`src/rtl/fp16_test_sequencer.sv`:
```
`timescale 1ns/1ps
// fp16_test_sequencer: walks a {A, B, expected} vector ROM through the FP16 adder and scores results.
// Optional FP16_SEQ_CLASS_EN splits failures into addition/subtraction counts.
module fp16_test_sequencer #(
    parameter int DEPTH   = 200,
    parameter int ADDR_W  = 8,
    parameter int TIMEOUT = 15
) (
    input  logic              clock,
    input  logic              reset,
    input  logic              start,
    output logic              rom_en,
    output logic [ADDR_W-1:0] rom_addr,
    input  logic [47:0]       rom_data,
    output logic [15:0]       op_a,
    output logic [15:0]       op_b,
    output logic              op_valid,
    input  logic              res_valid,
    input  logic [15:0]       res,
    output logic              busy,
    output logic              done,
    output logic [15:0]       pass_count,
    output logic [15:0]       fail_count,
    output logic [ADDR_W-1:0] first_fail_idx,
    output logic              first_fail_valid,
    output logic              timeout,
    output logic [15:0]       add_fail_count,
    output logic [15:0]       sub_fail_count
);
    localparam int TW = $clog2(TIMEOUT + 1);

    typedef enum logic [2:0] {IDLE, FETCH, WAIT_ROM, ISSUE, WAIT_RES, CHECK, DONE} state_t;

    state_t            state, state_nx;
    logic [ADDR_W-1:0] idx;
    logic [15:0]       exp_q, res_q;
    logic [TW-1:0]     wait_cnt;
    logic              tmo_q;
    logic              run_start, last, pass, wait_end;

    function automatic logic [15:0] sat_inc(input logic [15:0] v);
        return v + {15'd0, v != 16'hFFFF};
    endfunction

    assign run_start = (state == IDLE || state == DONE) && start;
    assign last      = idx == ADDR_W'(DEPTH - 1);
    assign pass      = !tmo_q && res_q == exp_q;
    assign wait_end  = wait_cnt == TW'(TIMEOUT - 1);
    assign rom_en    = state == FETCH;
    assign rom_addr  = idx;
    assign op_valid  = state == ISSUE;
    assign busy      = state != IDLE && state != DONE;
    assign done      = state == DONE;

    always_comb begin
        state_nx = state;
        case (state)
            IDLE, DONE: state_nx = start ? FETCH : state;
            FETCH:      state_nx = WAIT_ROM;
            WAIT_ROM:   state_nx = ISSUE;
            ISSUE:      state_nx = WAIT_RES;
            WAIT_RES:   state_nx = (res_valid || wait_end) ? CHECK : WAIT_RES;
            CHECK:      state_nx = last ? DONE : FETCH;
            default:    state_nx = IDLE;
        endcase
    end

    always_ff @(posedge clock or negedge reset) begin
        if (!reset) begin
            state            <= IDLE;
            idx              <= '0;
            op_a             <= '0;
            op_b             <= '0;
            exp_q            <= '0;
            res_q            <= '0;
            wait_cnt         <= '0;
            tmo_q            <= 1'b0;
            pass_count       <= '0;
            fail_count       <= '0;
            first_fail_idx   <= '0;
            first_fail_valid <= 1'b0;
            timeout          <= 1'b0;
        end else begin
            state <= state_nx;
            if (run_start) begin
                idx              <= '0;
                pass_count       <= '0;
                fail_count       <= '0;
                first_fail_idx   <= '0;
                first_fail_valid <= 1'b0;
                timeout          <= 1'b0;
            end
            if (state == WAIT_ROM)
                {op_a, op_b, exp_q} <= rom_data;
            if (state == ISSUE)
                wait_cnt <= '0;
            // tmo_q is only consumed on the exit cycle, where it reflects a missing response
            if (state == WAIT_RES) begin
                wait_cnt <= wait_cnt + 1'b1;
                tmo_q    <= !res_valid;
                if (res_valid)
                    res_q <= res;
            end
            if (state == CHECK) begin
                if (pass) begin
                    pass_count <= sat_inc(pass_count);
                end else begin
                    fail_count <= sat_inc(fail_count);
                    if (!first_fail_valid) begin
                        first_fail_idx   <= idx;
                        first_fail_valid <= 1'b1;
                    end
                    if (tmo_q)
                        timeout <= 1'b1;
                end
                if (!last)
                    idx <= idx + 1'b1;
            end
        end
    end

`ifdef FP16_SEQ_CLASS_EN
    // Differing operand signs mean the adder performs an effective subtraction
    always_ff @(posedge clock or negedge reset) begin
        if (!reset) begin
            add_fail_count <= '0;
            sub_fail_count <= '0;
        end else if (run_start) begin
            add_fail_count <= '0;
            sub_fail_count <= '0;
        end else if (state == CHECK && !pass) begin
            if (op_a[15] != op_b[15])
                sub_fail_count <= sat_inc(sub_fail_count);
            else
                add_fail_count <= sat_inc(add_fail_count);
        end
    end
`else
    assign add_fail_count = '0;
    assign sub_fail_count = '0;
`endif

endmodule

```
`config.mk`:
```
export PLATFORM = sky130hd
export DESIGN_NAME = fp16_test_sequencer
export DESIGN_NICKNAME = d
export VERILOG_FILES = /design/src/rtl/fp16_test_sequencer.sv
export SDC_FILE = /design/constraint.sdc
export NUM_CORES = 1
export LEC_CHECK = 0
export CAP_MARGIN = 30
export CORE_ASPECT_RATIO = 0.75
export CORE_MARGIN = 3
export CORE_UTILIZATION = 35
export DETAILED_ROUTE_END_ITERATION = 10
export SLEW_MARGIN = 20
export SYNTH_ARGS = -nofsm -noshare
export SYNTH_HDL_FRONTEND = slang
export SYNTH_SLANG_ARGS = --single-unit
```
`constraint.sdc`:
```
create_clock -name clock -period 4.35 [get_ports clock]
set_clock_uncertainty 0.15 [all_clocks]
set_input_delay 0.6525 -clock clock [delete_from_list [all_inputs] [get_ports clock]]
set_output_delay 0.6525 -clock clock [all_outputs]
set_load 0.01 [all_outputs]
```
-- Yosys cells after proc, flatten, opt, wreduce, memory -nomap -nowiden
Cells that the tools add are included.
Widths: inputs -> output; s select.
- add/subtract/negate cells: 4
- eq/ne operators: 13
- muxes and demuxes: 27
- reductions and logical operators: 12
- operators by type and width (cell ; number):
    $mux 16 ; 6
    $mux 8 ; 7
    $add 16x1->16 ; 2
    $ne 16x16->1 const B ; 2
    $pmux 3 s6 ; 1
    $eq 16x16->1 ; 1
    $eq 3x3->1 const B ; 3
    $mux 1 ; 9
    $add 8x1->8 const B ; 1
    $eq 8x8->1 const B ; 1
    $mux 4 ; 2
    $eq 3x2->1 const B ; 2
    $mux 3 ; 2
    $add 4x1->4 const B ; 1
    $eq 4x4->1 const B ; 1
    $eq 3x1->1 const B ; 1
    $logic_and 1x1->1 ; 3
    $logic_not 3->1 ; 1
    $ne 3x3->1 const B ; 1
    $reduce_bool 3->1 ; 1
    $logic_not 1->1 ; 2
    $logic_or 1x1->1 ; 2
    $ne 2x2->1 const B ; 1
    $reduce_and 2->1 ; 1
    other kinds (2) ; 2
- flip-flop bits (word level): 122
- input bits: 68
- output and inout port bits: 118
- logic and storage cells: 69

-- Longest topological paths before layout
Gate-level depths: netlist of run 1.
- word-level depth: 7
- depth in mapped cells: 11
- depth with buffers taken out: 10

-- Least setup slack after synthesis of run 1
No wires, ideal clock.
- kind: reg-to-reg
- start point: reg pass_count[2]
- end point: reg pass_count[8]
- library setup time: 64 ps
- data arrival time: 2445 ps
- data required time: 4136 ps
- slack: 1691 ps
- cell stages (with the launch flop): 12
- path buffers: 1
- period minus slack after synthesis: 2659 ps
- cell sequence: dfrtp_1 > clkbuf_2 > nand2_1 > or3_1 > or4_1 > ha_1 > ha_1 > and3_1 > nand3_1 > o21ai_0 > a211oi_1 > a21o_1
- cells in the longest elaborated chain, start to end: 4
- RTL lines (what ; line ; text):
    from (decl) ; 22 ; output logic [15:0] pass_count,
    from (signal assigned) ; 106 ; pass_count <= sat_inc(pass_count);
    $ne 16x16->1 ; 42 ; return v + {15'd0, v != 16'hFFFF};
    $add 16x1->16 * ; 42 ;
    $mux 16 * ; 105 ; if (pass) begin
    $mux 16 * ; 104 ; if (state == CHECK) begin
Mark *: on every way between the ends. The rest lies on a longest branch, timed or not.
A chain may end at the register's enable or synchronous reset.

-- Final worst setup path of run 1
- start point: reg state[1]
- end point: out op_valid
- cells in the longest elaborated chain, start to end: 1
- RTL lines (what ; line ; text):
    from (decl) ; 34 ; state_t state, state_nx;
    from (signal assigned) ; 84 ; state <= state_nx;
    $eq 3x2->1 ; 51 ; assign op_valid = state == ISSUE;
    to (decl) ; 17 ; output logic op_valid,
No other way between the ends.

==> impl_metrics.env, run 1 <==
export IMPL_status="completed"
export IMPL_max_freq_ghz=0.336
export IMPL_area_growth_syn_to_layout_pct=35.4
export IMPL_synth_warnings=0
export IMPL_syn_area_per_cell_um2=10.9
export IMPL_final_cell_area_mm2=0.00839
export IMPL_rrSetupSlack_ns=1.48
export IMPL_cts_sinks=122
export IMPL_ys_types=61
export IMPL_via_per_inst=4.99
export IMPL_via_count=4827
export IMPL_grt_pass1_wl_mm=25.4
export IMPL_crit_required_ns=3.55
export IMPL_rsz0062_at_grt="no"
export IMPL_dieArea_mm2=0.0194
export IMPL_cp_arrival_ns=2.17
export IMPL_grt_pass1_vias=4957
export IMPL_netlist_instances=569
export IMPL_wire_per_inst_um=16.1
export IMPL_die_y_um=121
export IMPL_layout_commonest_cell="clkdlybuf4s50_1"
export IMPL_ctsResizeCount=0
export IMPL_min_path_type="reg -> reg"
export IMPL_dr_pass1_iters=4
export IMPL_finalWirelength_mm=15.6
export IMPL_numCtsBuffers=17
export IMPL_cp_end_kind="primary output"
export IMPL_criticalPathCategory="reg -> out"
export IMPL_clk_latency_ns=0.42
export IMPL_drt_iter0_markers=249
export IMPL_cts_tree="yes"
export IMPL_reg2regPathDepth=5
export IMPL_num_nets_final=793
export IMPL_pre_cts_ws_ns=1.32
export IMPL_chipWidth_um=160
export IMPL_fin_crit_sh_pct=68.3
export IMPL_period_minus_slack_ns=2.97
export IMPL_vdd_drop_max_mv=0.389
export IMPL_h_tree_depth=4
export IMPL_clk_pin_slew_ns=0.06
export IMPL_gp_congestion=0.812
export IMPL_hpwl_mm=11.0
export IMPL_worstMarginPinSlew_ns=0.805
export IMPL_leakage_nw=3.52
export IMPL_crit_fanout=15
export IMPL_syn_area_mm2=0.00620
export IMPL_synthArstFlopShare_pct=100
export IMPL_placed_area_mm2=0.00783
export IMPL_setup_tns_ns=0
export IMPL_portBuffers=153
export IMPL_drv_slew=0
export IMPL_setup_viol=0
export IMPL_grt_max_degree=56
export IMPL_synth_edf_count=0
export IMPL_overflow=0
export IMPL_slew_headroom_pct=46.2
export IMPL_drc=0
export IMPL_synth_top_flop_cell="dfrtp_1"
export IMPL_yosysSeqAreaShare_pct=49.2
export IMPL_grt_total_usage_pct=16.4
export IMPL_num_rows=41
export IMPL_reg2reg_from="state[1]"
export IMPL_start_util_pct=36.3
export IMPL_synth_seq_cells=122
export IMPL_crit_end="op_valid"
export IMPL_start_kind="register"
export IMPL_reg2reg_to="fail_count[8]"
export IMPL_core_area_mm2=0.0171
export IMPL_power_density_mw_per_mm2=558
export IMPL_num_io_pins=186
export IMPL_maxCapViolations=0
export IMPL_setup_slack_ns=1.38
export IMPL_layout_common_cells="clkdlybuf4s50_1 (152), dfrtp_1 (122), mux2_2 (64), nand2_1 (43)"
export IMPL_drive_above_1_share_pct=16.7
export IMPL_crit_path_start="state[1]"
export IMPL_ant_nets=0
export IMPL_clock_path_buffers=2
export IMPL_antenna_cells=0
export IMPL_root_buffer="clkbuf_16"
export IMPL_hold_viol_final=0
export IMPL_antenna_found_initial=0
-- cells by family after synthesis --
group	after synthesis	share of synthesized area, %
simple gates	151	13.3
flops	122	49.2
compound gates	96	10.9
buf+inv	93	8.13
mux	79	14.0
xor+xnor	19	2.68
fa+ha+maj	8	1.57
other cells	1	0.0605
-- cells in the mapped netlist (all sizes together), types with 11 or more instances --
| cell type | number | area share, % |
|---|---|---|
| nand3 | 17 | 1.5 |
| o21ai | 29 | 2.3 |
| nand2 | 43 | 2.6 |
| and3 | 13 | 1.3 |
| mux2i | 15 | 2.4 |
| mux2 | 64 | 12 |
| clkbuf | 11 | 0.71 |
| a21o | 13 | 1.6 |
| nand4 | 13 | 1.3 |
| xor2 | 13 | 1.8 |
| a211oi | 12 | 1.5 |
| buf | 50 | 5.5 |
| inv | 32 | 1.9 |
| dfrtp | 122 | 49 |
-- repair_timing --
| action | CTS | global route |
|---|---|---|
| hold buffers | 1 | 0 |
| setup buffers | 0 | 0 |
| hold endpoints to repair | 20 | 0 |
-- per-layer routing --
layer  global-route usage (%)  vias to the layer above  routed length, um
li1                         -                     2276                  -
met1                     20.3                     2355               6780
met2                     25.8                      181               7050
met3                     7.57                       15               1600
met4                     4.98                        0                179
met5                        0                        -                  0
-- metrics by stage --
stage	utilization [%]	std cells	hold WS, ns	power (mW)
2_1_floorplan	-	600	0.207	2.72
3_3_place_gp	45.7	932	0.323	3.35
3_5_place_dp	45.8	933	0.329	3.42
4_1_cts	49.1	966	0.341	4.76
5_1_grt	49.1	967	0.371	4.98
6_report	49.1	967	0.335	4.69
-- layout make-up --
| cell class | instances | area, um^2 |
|---|---|---|
| Multi-Input combinational cell | 385 | 2770 |
| Inverter | 32 | 120 |
| Fill cell | 1528 | 8690 |
| Clock buffer | 19 | 453 |
| Clock inverter | 13 | 96.3 |
| Timing Repair Buffer | 160 | 1600 |
| Tap cell | 236 | 295 |
| Sequential cell | 122 | 3050 |
-- worst max-delay path: stages (launching register included) --
cell and delay (ns):
dfrtp_1 0.59, nor2b_1 0.37, and2_1 0.20, clkdlybuf4s50_1 0.59
-- where the power goes --
group          switching, mW  total (mW)  leakage [nW]  internal [mW]
Clock                  0.544        1.30         0.258          0.759
Combinational          0.707        1.61          1.71          0.903
Sequential             0.275        1.78          1.56           1.50
-- flip-flops by register name, summed over array words and instances, names as in the netlist --
name	flops
exp_q	16
fail_count	16
op_a	16
op_b	16
pass_count	16
res_q	16
first_fail_idx	8
rom_addr	8
wait_cnt	4
state	3
first_fail_valid	1
timeout	1
tmo_q	1
-- how the worst min path moves through the flow --
| stage | startpoint | endpoint | slack, ns | depth (start not counted) |
|---|---|---|---|---|
| after detailed placement | timeout | timeout | 0.33 | 2 |
| after floorplan | reset | exp_q[0] | 0.21 | 0 |
| after global routing | op_a[2] | op_a[2] | 0.37 | 1 |
| final | timeout | timeout | 0.34 | 2 |
| after global placement | timeout | timeout | 0.32 | 2 |
| after CTS | timeout | timeout | 0.34 | 2 |
No activity file was read; power rests on OpenSTA's default activity.
==> inputs of run 2 (changes only) <==
clock period = 2.5 ns   (was 4.35 ns; I/O delays follow)
==> run 2 against run 1 <==
Net effect:
- clock power rose by 82%
- via count rose by 3.3%
- global-route usage rose by 0.34 points
- clock-buffer cell count rose by 2
- highest routed layer is now met5
- power rose by 81%
==> impl_metrics.env, run 2 (synthesis gave the netlist of run 1 again) <==
export IMPL_clk_pin_slew_ns=0.06
export IMPL_num_io_pins=186
export IMPL_ant_nets=0
export IMPL_hpwl_mm=11.7
export IMPL_dr_pass1_iters=5
export IMPL_layout_common_cells="clkdlybuf4s50_1 (152), dfrtp_1 (119), mux2_2 (64), buf_4 (51), nand2_1 (43)"
export IMPL_num_nets_final=842
export IMPL_period_minus_slack_ns=2.48
export IMPL_numCtsBuffers=17
export IMPL_grt_pass1_vias=5058
export IMPL_p_clk_share_pct=28.0
export IMPL_wire_per_inst_um=15.9
export IMPL_maxCapViolations=0
export IMPL_slowest_delay_ns=0.43
export IMPL_critPathBufInv=0
export IMPL_rsz0062_at_grt="yes"
export IMPL_portBuffers=153
export IMPL_hold_viol_final=0
export IMPL_area_growth_syn_to_layout_pct=44.0
export IMPL_start_kind="register"
export IMPL_p_int_mw=5.80
export IMPL_clock_path_buffers=2
export IMPL_leakage_nw=3.81
export IMPL_dp_cells=976
export IMPL_num_rows=41
export IMPL_min_path_type="in -> async"
export IMPL_drv_slew=0
export IMPL_max_freq_ghz=0.404
export IMPL_dieArea_mm2=0.0194
export IMPL_antenna_cells=0
export IMPL_start_util_pct=36.3
export IMPL_antenna_found_initial=1
export IMPL_path_common_cell="ha_4"
export IMPL_criticalPathCategory="reg -> reg"
export IMPL_crit_required_ns=2.71
export IMPL_power_density_mw_per_mm2=948
export IMPL_worstMarginPinSlew_ns=0.829
export IMPL_reg2reg_from="pass_count[3]"
export IMPL_clk_latency_ns=0.42
export IMPL_path_depth=10
export IMPL_gp_congestion=0.827
export IMPL_finalWirelength_mm=16.2
export IMPL_cts_sinks=122
export IMPL_total_power_mw=8.47
export IMPL_utilization_pct=52.3
export IMPL_layout_commonest_cell="clkdlybuf4s50_1"
export IMPL_die_y_um=121
export IMPL_grt_total_usage_pct=16.7
export IMPL_crit_fanout=4
export IMPL_switchingPower_mw=2.67
export IMPL_status="completed"
export IMPL_drc=0
export IMPL_grt_max_degree=49
export IMPL_drt_iter0_markers=261
export IMPL_root_buffer="clkbuf_16"
export IMPL_via_per_inst=4.91
export IMPL_worst_hold_slack_ns=0.341
export IMPL_setup_viol=0
export IMPL_pwr_share_comb_pct=36.2
export IMPL_reg2regPathDepth=10
export IMPL_chipWidth_um=160
export IMPL_h_tree_depth=4
export IMPL_cp_arrival_ns=2.68
export IMPL_fin_crit_sh_pct=99.0
export IMPL_rrSetupSlack_ns=0.02
export IMPL_core_area_mm2=0.0171
export IMPL_crit_path_top_delay_cell="or4_4"
export IMPL_swShare_pct=31.5
export IMPL_via_count=4986
export IMPL_overflow=0
export IMPL_setup_tns_ns=0
export IMPL_drive_above_1_share_pct=24.2
export IMPL_instances_no_fill=1016
export IMPL_crit_chain="nand2_1 > or3_1 > or4_4 > ha_4 > ha_4 > and3_4 > nand3_4 > o21ai_1 > a211oi_1 > a21o_1"
export IMPL_cp_end_kind="register"
export IMPL_cts_tree="yes"
export IMPL_vdd_drop_max_mv=0.686
export IMPL_grt_pass1_wl_mm=25.9
export IMPL_slew_headroom_pct=44.6
export IMPL_reg2reg_to="pass_count[8]"
export IMPL_critPathTopFamily="simple AND/OR/NAND/NOR gates"
export IMPL_seq_power_share_pct=35.8
[run 2: cell types whose count changed in the layout (fill, tap and decap cells not counted), moves of 4 or more]
cell	before	now
clkinvlp_4	5	1
a211oi_1	10	5
buf_12	0	4
a211oi_2	2	7
buf_4	6	51
[run 2: power groups by stage]
stage / clock, mW / sequential [mW] / combinational, mW
detailed placement: 0 / 3.07 / 3.00
finish: 2.37 / 3.03 / 3.06
floorplan: 0 / 3.14 / 1.59
global placement: 0 / 3.03 / 2.95
CTS: 2.43 / 3.05 / 3.02
global route: 2.52 / 3.13 / 3.35
[run 2: metal layers]
layer	track usage (%)	routed length (um)	vias to the layer above	share of wire, %
li1	-	-	2368	-
met1	21.3	7160	2418	44
met2	25.6	7120	184	44
met3	8.22	1750	14	11
met4	4.05	121	2	0.75
met5	0	9	-	0.056
[run 2: final cells by class]
type                            instances  area, um^2
Inverter                               32         120
Clock buffer                           21         460
Multi-Input combinational cell        385        2880
Sequential cell                       122        3060
Timing Repair Buffer                  209        2010
Clock inverter                         11         113
Tap cell                              236         295
Fill cell                            1483        8150
[run 2: repair_timing]
item                       4_1_cts  5_1_grt
pin swaps                        3        9
gates resized for setup          7       18
setup endpoints to repair        6       15
hold buffers                     1        0
hold endpoints to repair        37        0
buffers inserted                 0        6
[run 2: per-stage QoR]
step                cell area [um^2]  setup slack, ns
finish                          8930           0.0244
global route                    8930          -0.0453
CTS                             8800         0.000504
detailed placement              8190         -0.00214
global placement                8190           0.0750
floorplan                       6350         -0.00700
[run 2: how the worst max path moves through the flow]
| stage | startpoint | endpoint | slack, ns |
|---|---|---|---|
| 4_1_cts | pass_count[15] | pass_count[8] | 0.0005 |
| 5_1_grt | pass_count[15] | pass_count[8] | -0.05 |
| 2_1_floorplan | pass_count[2] | pass_count[8] | -0.007 |
| 3_5_place_dp | pass_count[15] | pass_count[12] | -0.002 |
| 3_3_place_gp | pass_count[1] | pass_count[8] | 0.07 |
| 6_report | pass_count[3] | pass_count[8] | 0.02 |
